[src/rtl/mulseq_pkg.sv]
// Shared widths, FSM state type and column-bound helpers for the limb-serial multiplier.
package mulseq_pkg;

  localparam int LIMB_W  = 17;
  localparam int ACC_W   = 48;
  localparam int DSP_A_W = 18;
  localparam int DSP_P_W = 2 * DSP_A_W;

  typedef enum logic [1:0] {
    IDLE  = 2'd0,
    RUN   = 2'd1,
    FLUSH = 2'd2,
    DONE  = 2'd3
  } state_e;

  // First term index i of column k for an n-limb operand.
  function automatic int col_lo(input int k, input int n);
    return (k > n - 1) ? (k - n + 1) : 0;
  endfunction

  // Last term index i of column k; squaring keeps only i <= j.
  function automatic int col_hi(input int k, input int n, input logic sq_mode);
    int hi;
    hi = (k < n - 1) ? k : (n - 1);
    if (sq_mode && ((k / 2) < hi)) begin
      hi = k / 2;
    end
    return hi;
  endfunction

endpackage

[src/rtl/xilinxdspmuladd.sv]
// Behavioural model of a single DSP slice: 18x18 multiply plus optional C / PCIN / PCIN>>17 addends.
module xilinxdspmuladd
  import mulseq_pkg::*;
(
  input  logic [DSP_A_W-1:0] dataA,
  input  logic [DSP_A_W-1:0] dataB,
  input  logic [ACC_W-1:0]   dataC,
  input  logic [ACC_W-1:0]   pcin,
  input  logic               doAddC,
  input  logic               doAddPcin,
  input  logic               doAddPcinShifted,
  output logic [ACC_W-1:0]   result
);

  logic [DSP_P_W-1:0] mul_p;

  always_comb begin
    mul_p  = dataA * dataB;
    result = {{(ACC_W - DSP_P_W){1'b0}}, mul_p};
    if (doAddC) begin
      result = result + dataC;
    end
    if (doAddPcin) begin
      result = result + pcin;
    end
    if (doAddPcinShifted) begin
      result = result + (pcin >> LIMB_W);
    end
  end

endmodule

[src/rtl/mulseq_ctrl.sv]
// Column-ordered limb-serial multiplier: one partial product per cycle through a single DSP mul-add.
// Optional squaring schedule (i <= j terms only) enabled by defining MULSEQ_SQUARE_EN.
module mulseq_ctrl
  import mulseq_pkg::*;
#(
  parameter int NUM_LIMBS = 4
) (
  input  logic                            clk,
  input  logic                            reset,
  input  logic                            start_valid,
  output logic                            start_ready,
  input  logic [NUM_LIMBS*LIMB_W-1:0]     op_a,
  input  logic [NUM_LIMBS*LIMB_W-1:0]     op_b,
  input  logic                            sq,
  output logic                            res_valid,
  input  logic                            res_ready,
  output logic [2*NUM_LIMBS*LIMB_W-1:0]   product,
  output logic                            busy
);

  localparam int OP_W   = NUM_LIMBS * LIMB_W;
  localparam int PROD_W = 2 * OP_W;
  localparam int KW     = $clog2(2 * NUM_LIMBS);
  localparam int LAST_K = 2 * NUM_LIMBS - 2;

  state_e              state_q, state_d;
  logic [KW-1:0]       k_q, k_d;
  logic [KW-1:0]       i_q, i_d;
  logic [ACC_W-1:0]    acc_q, acc_d;
  logic [PROD_W-1:0]   prod_q, prod_d;
  logic [OP_W-1:0]     a_q, a_d;
  logic [OP_W-1:0]     b_q, b_d;
  logic                sq_mode;

  logic [DSP_A_W-1:0]  dsp_a;
  logic [DSP_A_W-1:0]  dsp_b;
  logic [ACC_W-1:0]    dsp_c;
  logic [ACC_W-1:0]    dsp_res;

  logic [LIMB_W-1:0]   a_limb;
  logic [LIMB_W-1:0]   b_limb;
  logic [OP_W-1:0]     b_src;
  logic                first_term;
  logic                last_term;
  int                  k_int;
  int                  i_int;
  int                  j_int;
  int                  lo_next;

`ifdef MULSEQ_SQUARE_EN
  logic sq_q, sq_d;

  always_comb begin
    sq_d = sq_q;
    if ((state_q == IDLE) && start_valid) begin
      sq_d = sq;
    end
  end

  always_ff @(posedge clk or posedge reset) begin
    if (reset) begin
      sq_q <= 1'b0;
    end else begin
      sq_q <= sq_d;
    end
  end

  assign sq_mode = sq_q;
`else
  logic unused_sq;
  assign unused_sq = sq;
  assign sq_mode   = 1'b0;
`endif

  // Term decode: current (column, row) to limb operands and DSP inputs.
  always_comb begin
    k_int      = int'(k_q);
    i_int      = int'(i_q);
    j_int      = k_int - i_int;
    first_term = (i_int == col_lo(k_int, NUM_LIMBS));
    last_term  = (i_int == col_hi(k_int, NUM_LIMBS, sq_mode));
    lo_next    = col_lo(k_int + 1, NUM_LIMBS);

    b_src  = sq_mode ? a_q : b_q;
    a_limb = a_q[i_int*LIMB_W +: LIMB_W];
    b_limb = b_src[j_int*LIMB_W +: LIMB_W];

    // Off-diagonal square terms appear twice in the full product, so fold the x2 into dataA.
    if (sq_mode && (i_int != j_int)) begin
      dsp_a = {a_limb, 1'b0};
    end else begin
      dsp_a = {1'b0, a_limb};
    end
    dsp_b = {1'b0, b_limb};

    // Opening a new column carries the previous column's upper bits forward.
    if (first_term && (k_q != '0)) begin
      dsp_c = acc_q >> LIMB_W;
    end else begin
      dsp_c = acc_q;
    end
  end

  xilinxdspmuladd u_dsp (
    .dataA            (dsp_a),
    .dataB            (dsp_b),
    .dataC            (dsp_c),
    .pcin             ({ACC_W{1'b0}}),
    .doAddC           (1'b1),
    .doAddPcin        (1'b0),
    .doAddPcinShifted (1'b0),
    .result           (dsp_res)
  );

  always_comb begin
    state_d = state_q;
    k_d     = k_q;
    i_d     = i_q;
    acc_d   = acc_q;
    prod_d  = prod_q;
    a_d     = a_q;
    b_d     = b_q;

    unique case (state_q)
      IDLE: begin
        if (start_valid) begin
          a_d     = op_a;
          b_d     = op_b;
          acc_d   = '0;
          prod_d  = '0;
          k_d     = '0;
          i_d     = '0;
          state_d = RUN;
        end
      end

      RUN: begin
        acc_d = dsp_res;
        if (first_term && (k_q != '0)) begin
          prod_d[(k_int-1)*LIMB_W +: LIMB_W] = acc_q[LIMB_W-1:0];
        end
        if (last_term) begin
          if (k_int == LAST_K) begin
            state_d = FLUSH;
          end else begin
            k_d = k_q + KW'(1);
            i_d = KW'(lo_next);
          end
        end else begin
          i_d = i_q + KW'(1);
        end
      end

      FLUSH: begin
        prod_d[LAST_K*LIMB_W +: LIMB_W]     = acc_q[LIMB_W-1:0];
        prod_d[(LAST_K+1)*LIMB_W +: LIMB_W] = acc_q[2*LIMB_W-1:LIMB_W];
        state_d                             = DONE;
      end

      DONE: begin
        if (res_ready) begin
          state_d = IDLE;
        end
      end

      default: state_d = IDLE;
    endcase
  end

  always_ff @(posedge clk or posedge reset) begin
    if (reset) begin
      state_q <= IDLE;
      k_q     <= '0;
      i_q     <= '0;
      acc_q   <= '0;
      prod_q  <= '0;
      a_q     <= '0;
      b_q     <= '0;
    end else begin
      state_q <= state_d;
      k_q     <= k_d;
      i_q     <= i_d;
      acc_q   <= acc_d;
      prod_q  <= prod_d;
      a_q     <= a_d;
      b_q     <= b_d;
    end
  end

  assign start_ready = (state_q == IDLE);
  assign res_valid   = (state_q == DONE);
  assign busy        = (state_q != IDLE);
  assign product     = prod_q;

endmodule

[config.mk]
export PLATFORM = sky130hd
export DESIGN_NAME = mulseq_ctrl
export DESIGN_NICKNAME = d
export VERILOG_FILES = /design/src/rtl/mulseq_pkg.sv /design/src/rtl/xilinxdspmuladd.sv /design/src/rtl/mulseq_ctrl.sv
export SDC_FILE = /design/constraint.sdc
export NUM_CORES = 2
export LEC_CHECK = 0
export ABC_AREA = 0
export BUFFER_PORTS_ARGS = -buffer_cell sky130_fd_sc_hd__buf_2
export CORE_MARGIN = 5
export CORE_UTILIZATION = 30
export CTS_CLUSTER_DIAMETER = 80
export DETAILED_ROUTE_END_ITERATION = 10
export GPL_ROUTABILITY_DRIVEN = 1
export HOLD_SLACK_MARGIN = 0.06
export SLEW_MARGIN = 20
export SYNTH_ARGS = -nofsm -noshare
export SYNTH_HDL_FRONTEND = slang
export SYNTH_HIERARCHICAL = 1
export SYNTH_SLANG_ARGS = --single-unit
[constraint.sdc]
create_clock -name clk -period 15.1 [get_ports clk]
set_clock_uncertainty 0.05 [all_clocks]
set_input_delay 0 -clock clk [delete_from_list [all_inputs] [get_ports clk]]
set_output_delay 0 -clock clk [all_outputs]
set_load 0.05 [all_outputs]
After elaboration in Yosys (flattened, before gate mapping)
Cells that the tools add are included.
{ "totals": {"ff_bits": 328, "input_bits": 141, "word_cells": 79} }
{ "classes": {"add_sub_neg": 11, "mul": 4, "n_lt_le_gt_ge": 3, "eq_ne": 13, "shifts": 4, "muxes": 23, "reduce_logical": 13} }
{ "ops": {"columns": ["op", "count"], "rows": [
  ["two-way mux 136 bit", 2],
  ["one-hot mux 102 bit (2 select lines)", 1],
  ["bitwise mux 136 bit", 1],
  ["variable shift 17 x 33 -> 136 bit (first input constant)", 1],
  ["indexed part select 17 x 33 -> 136 bit", 1],
  ["one-hot mux 34 bit (3 select lines)", 1],
  ["two-way mux 48 bit", 2],
  ["one-hot mux 48 bit (2 select lines)", 1],
  ["indexed part select 68 x 10 -> 17 bit", 1],
  ["indexed part select 68 x 9 -> 17 bit", 1],
  ["adder 36 x 48 -> 48 bit", 1],
  ["multiplier 17 x 17 -> 34 bit", 1],
  ["negation 10 -> 33 bit", 1],
  ["== test 4 x 32 -> 1 bit", 1],
  ["two-way mux 32 bit", 1],
  ["two-way mux 3 bit", 7],
  ["multiplier 4 x 6 -> 10 bit (second input constant)", 2],
  ["one-hot mux 3 bit (2 select lines)", 2],
  ["inequality test 2 bit (second input constant)", 5],
  ["AND reduction 3 bit", 3],
  ["multiplier 3 x 5 -> 8 bit (second input constant)", 1],
  ["two-way mux 2 bit", 4],
  ["one-hot mux 2 bit (4 select lines)", 1],
  ["AND reduction 4 bit", 2],
  ["22 further kinds", 27]
]} }

Logic depth before layout (Yosys ltp)
{ "logic_depth": {"ltp_word": 8, "ltp_mapped": 73, "depth_no_buf": 67} }

Modules after synthesis
Netlist, hierarchy kept.
{ "modules_own_cells": {"columns": ["module", "instances", "cells_per_inst", "area_per_inst_um2", "seq_area_each_um2"], "rows": [
  ["mulseq_ctrl", 1, 2391, 22201.3, 8207.9],
  ["xilinxdspmuladd", 1, 2560, 19493.7, 0.0]
]} }

Worst setup path after synthesis
OpenSTA, ideal clock, no wires.
{ "synth_timing": {"kind": "reg2reg", "from": "register i_q[1]", "to": "register acc_q[46]", "setup_time_ns": 0.121, "arrival_ns": 12.618, "required_time_ns": 14.929, "setup_slack_ns": 2.311, "stages_incl_launch_ff": 56, "n_path_buf": 10, "synth_period_minus_slack_ns": 12.789, "cell_sequence": "dfrtp_1 > clkbuf_1 > clkbuf_1 > inv_1 > ha_1 > nor2b_1 > o21ai_1 > nand2_1 > inv_1 > clkbuf_1 > clkbuf_1 > ha_1 > inv_1 > fa_1 > inv_1 > ha_1 > xor2_1 > or3_1 > (+20 left out) > o211a_1 > o21a_1 > o21bai_1 > a21oi_1 > xnor2_1 > ha_1 > clkbuf_1 > nand3_1 > or2_0 > or3_1 > a31o_1 > a31oi_4 > nand3_1 > xor2_1 > nor3_1 > a21oi_1 > xnor2_1 > a22o_1"} }
{ "synth_via": {"elab_chain_cells": 6, "word_cells_on_any_way": 11, "cone_classes": "2 x add/sub; 3 x mul; 1 x eq/ne; 2 x shift; 2 x mux; 1 x reduce/logical"} }
{ "synth_rtl": {"columns": ["element", "line_no", "text"], "rows": [
  ["start, declared", "mulseq_ctrl.sv:28", "logic [KW-1:0] i_q, i_d;"],
  ["start signal, assigned", "mulseq_ctrl.sv:182", "i_q <= i_d;"],
  ["subtractor 3 x 3 -> 4 bit", "mulseq_ctrl.sv:79", "j_int = k_int - i_int;"],
  ["multiplier 4 x 6 -> 10 bit", "mulseq_ctrl.sv:86", "b_limb = b_src[j_int*LIMB_W +: LIMB_W];"],
  ["indexed part select 68 x 10 -> 17 bit", "mulseq_ctrl.sv:86", null],
  ["named net b_limb[11]", "mulseq_ctrl.sv:41", "logic [LIMB_W-1:0] b_limb;"],
  ["multiplier 17 x 17 -> 34 bit", "xilinxdspmuladd.sv:18", "mul_p = dataA * dataB;"],
  ["adder 36 x 48 -> 48 bit", "xilinxdspmuladd.sv:21", "result = result + dataC;"],
  ["named net dsp_res[46]", "mulseq_ctrl.sv:38", "logic [ACC_W-1:0] dsp_res;"],
  ["one-hot mux 48 bit (2 select lines)", "mulseq_ctrl.sv:124", "unique case (state_q)"],
  ["end signal, assigned", "mulseq_ctrl.sv:175", "acc_q <= '0;"],
  ["end signal, assigned", "mulseq_ctrl.sv:183", "acc_q <= acc_d;"],
  ["end, declared", "mulseq_ctrl.sv:29", "logic [ACC_W-1:0] acc_q, acc_d;"]
]} }
The timed path passes the listed nets, and every way through them passes these cells.
A chain may end at the register's enable or synchronous reset.

Worst setup path in the final report
{ "layout_timing": {"from": "register k_q[0]", "to": "register acc_q[32]"} }
{ "layout_via": {"word_cells_on_any_way": 14, "cone_classes": "4 x add/sub; 2 x mul; 1 x order compare; 1 x eq/ne; 1 x shift; 3 x mux; 2 x reduce/logical"} }
{ "layout_lines": {"columns": ["element", "line_no", "text"], "rows": [
  ["start, declared", "mulseq_ctrl.sv:27", "logic [KW-1:0] k_q, k_d;"],
  ["start signal, assigned", "mulseq_ctrl.sv:181", "k_q <= k_d;"],
  ["subtractor 3 x 3 -> 4 bit", "mulseq_ctrl.sv:79", null],
  ["multiplier 4 x 6 -> 10 bit", "mulseq_ctrl.sv:86", null],
  ["indexed part select 68 x 10 -> 17 bit", "mulseq_ctrl.sv:86", null],
  ["named net b_limb[9]", "mulseq_ctrl.sv:41", null],
  ["multiplier 17 x 17 -> 34 bit", "xilinxdspmuladd.sv:18", null],
  ["adder 36 x 48 -> 48 bit", "xilinxdspmuladd.sv:21", null],
  ["named net dsp_res[32]", "mulseq_ctrl.sv:38", null],
  ["one-hot mux 48 bit (2 select lines)", "mulseq_ctrl.sv:124", null]
]} }
The timed path passes the listed nets, and every way through them passes these cells.

==> results.md <==
- Final period utilization: about 90%
- Post-cts sizing count: 0
- Routability cong.: around 1
- R2r startpoint: k_q[0]
- Gr usage total: about a fifth
- Antenna violations before repair: 8
- Cell accounting for the most synthesized area: dfrtp_1
- Row count: about 140
- Hold-critical path depth: 3
- First drt pass iteration count: 6
- Netlist cell types: between 100 and 150
- Final instance area: 0.0490 sq mm
- Layout Nets: slightly above 6000
- Slew of the pin with the lowest slew margin: between 1000 and 1500 ps
- Cts bufs inserted: 46
- Worst Path Max Fanout: 48
- H-tree depth: 2
- # setup viols final: 0
- Syn avg cell area: 8.42 sq um
- Fill cells: between 10000 and 15000
- Antenna violation net count after detailed routing: 0
- Port buffer count: 278
- CP max stage cell: a2111oi_1
- Worst r2r dst: acc_q[32]
- CP Capture Type: flop
- Largest net degree at the start of global routing: roughly 110
- Syn Inst Count: a little under 5000
- Yosys reg bits: around 330
- CTS tree: yes
- Total of max-cap violations: 0
- Layout cells sized above 1: around 15%
- CP arrival: 14160 ps
- Crit-path leading delay family: adder cells
- Required time of the critical path: approximately 16000 ps
- DRC errors left: 0
- Via/cell ratio: roughly 5.5
- Min-delay worst type: in2reg
- Final Util: between 30% and 40%
- TritonCTS Sinks: ~330
- Setup TNS: 0 ps
- R2R depth: 43
- Clk pin slew, worst setup/hold paths: ~60 ps
- Die width: 383 um
- P&R area growth vs syn: 17.6%
- Post-CTS Setup Bufs: 0
- Min cycle time layout: 13700 ps
- Run status: completed
- CTS max path bufs: 3
- Leading cell type in the layout, fill and taps excluded: nand2_1
- Crit path top cell by count: inv_1
- Final hold violations: 0
- Post-synth EDFFs: 0
- CP peak stage delay: approximately 660 ps
- F_max: around 73 MHz
- Synth area leaders: dfrtp_1, fa_1, ha_1
- Io pins: 280
- Via count: around 40000
- First-pass GRT wire length: about 240000 um
- Hold EP: b_q[54]
- Clock latency on the worst-skew pair: 640 ps
- Crit Path Class: reg2reg
- Die H: between 300 and 400 um
- Final Slew Violations: 0
- GRT overflow: 0
- Flop-to-flop setup slack: 1400 ps
- Die area: ~0.15 sq mm
- Initial Util: between 30% and 40%
- Startpoint Class: flop
- Syn Std Cell Area: between 0.04 and 0.05 sq mm
- Buffers & Inverters on Critical Path: 10
- Worst slew margin: approximately 25%
- Main synth FF type: dfrtp_1
- RSZ-0062 raised after global routing: no
- Post-CTS Hold Fix Bufs: roughly 210
- DP Wirelength: roughly 120000 um
- Vias in the first global route: slightly below 40000
- Routed len/inst: 22.2 um
- Synth Warn #: 6
- Most frequent cells in the layout: nand2_1, inv_1, dfrtp_1, nor2_1, a21oi_1
- Crit path depth: between 40 and 50
- DP Area: about 0.045 sq mm
- Sequential share of the synthesized area: about a fifth
- DRT iter0 DRCs: 3095
- WL final: about 160000 um
- Worst hold start: op_b[54]
- Fraction of registers with async set or reset after synthesis: between 90% and 100%
- Yosys top cell area share: a little under 20%
- CTS Root Cell: clkbuf_16
- Core area: 0.138 sq mm
-- layout make-up --
type	count	area (sq um)	share of cell area (%)
inverter	414	1560	3.18
sequential	328	8210	16.7
clock buffer	56	1270	2.59
tap	1794	2240	4.58
timing repair buffer	572	4130	8.41
multi-input combinational	4017	31200	63.7
clock inverter	28	385	0.786
antenna	7	17.5	0.0357
-- layer usage --
layer	track usage [%]	routed length [um]	part of all wire (%)
met5	0	0	0
met4	8.20	6950	4.3
met3	2.92	10100	6.3
met2	34.4	74200	46
met1	28.2	69000	43
-- stage by stage --
| stage | cells | worst slack, ps | hold slack (ps) |
|---|---|---|---|
| 2_1_floorplan | 5065 | 2310 | 101 |
| 3_3_place_gp | 6914 | 1700 | 157 |
| 3_5_place_dp | 6914 | 1610 | 163 |
| 4_1_cts | 7209 | 1540 | 60.2 |
| 5_1_grt | 7214 | 654 | 80.1 |
| 6_report | 7216 | 1400 | 89.6 |
-- registers in the layout, indices dropped and copies added (netlist names) --
register  flops
product     136
a_q          68
b_q          68
acc_q        48
i_q           3
k_q           3
state_q       2
-- Yosys cell counts (all sizes together), types with 64 or more instances --
library cell / number
mux2i: 104
nor3: 85
nor2: 289
a21o: 67
o21ai: 258
nand4: 64
a21oi: 284
clkbuf: 234
nand2: 644
a211oi: 76
fa: 263
ha: 263
a22o: 80
xnor2: 98
nand3: 116
xor2: 64
buf: 72
and2: 206
mux2: 226
dfrtp: 328
inv: 410
-- worst min-delay path, cell delays in order --
cell           delay, ps
dlygate4sd3_1        510
buf_2                 90
mux2_2               130
-- worst max path at each step --
stage	to	startpoint
2_1_floorplan	acc_q[46]	i_q[1]
3_3_place_gp	acc_q[46]	k_q[0]
3_5_place_dp	acc_q[32]	k_q[0]
4_1_cts	acc_q[32]	k_q[0]
5_1_grt	acc_q[32]	k_q[0]
6_report	acc_q[32]	k_q[0]
-- cells by family (layout without fill, tap and decap cells) --
group / after synthesis / count (layout) / share of synthesized area [%]
muxes: 376 / 376 / 11.1
adders and majority gates: 526 / 526 / 20.5
and+or+nand+nor: 1593 / 1593 / 18.1
AOI/OAI and AO/OA: 1243 / 1243 / 20.4
DFF: 328 / 328 / 19.7
other: 2 / 123 / 0.0180
xor gates and xnor gates: 163 / 163 / 3.47
buffers and inverters: 720 / 1070 / 6.68
Power is left out: the tool's default activity adds up to more than one toggle a clock period on the data nets, which glitch-free logic cannot reach.
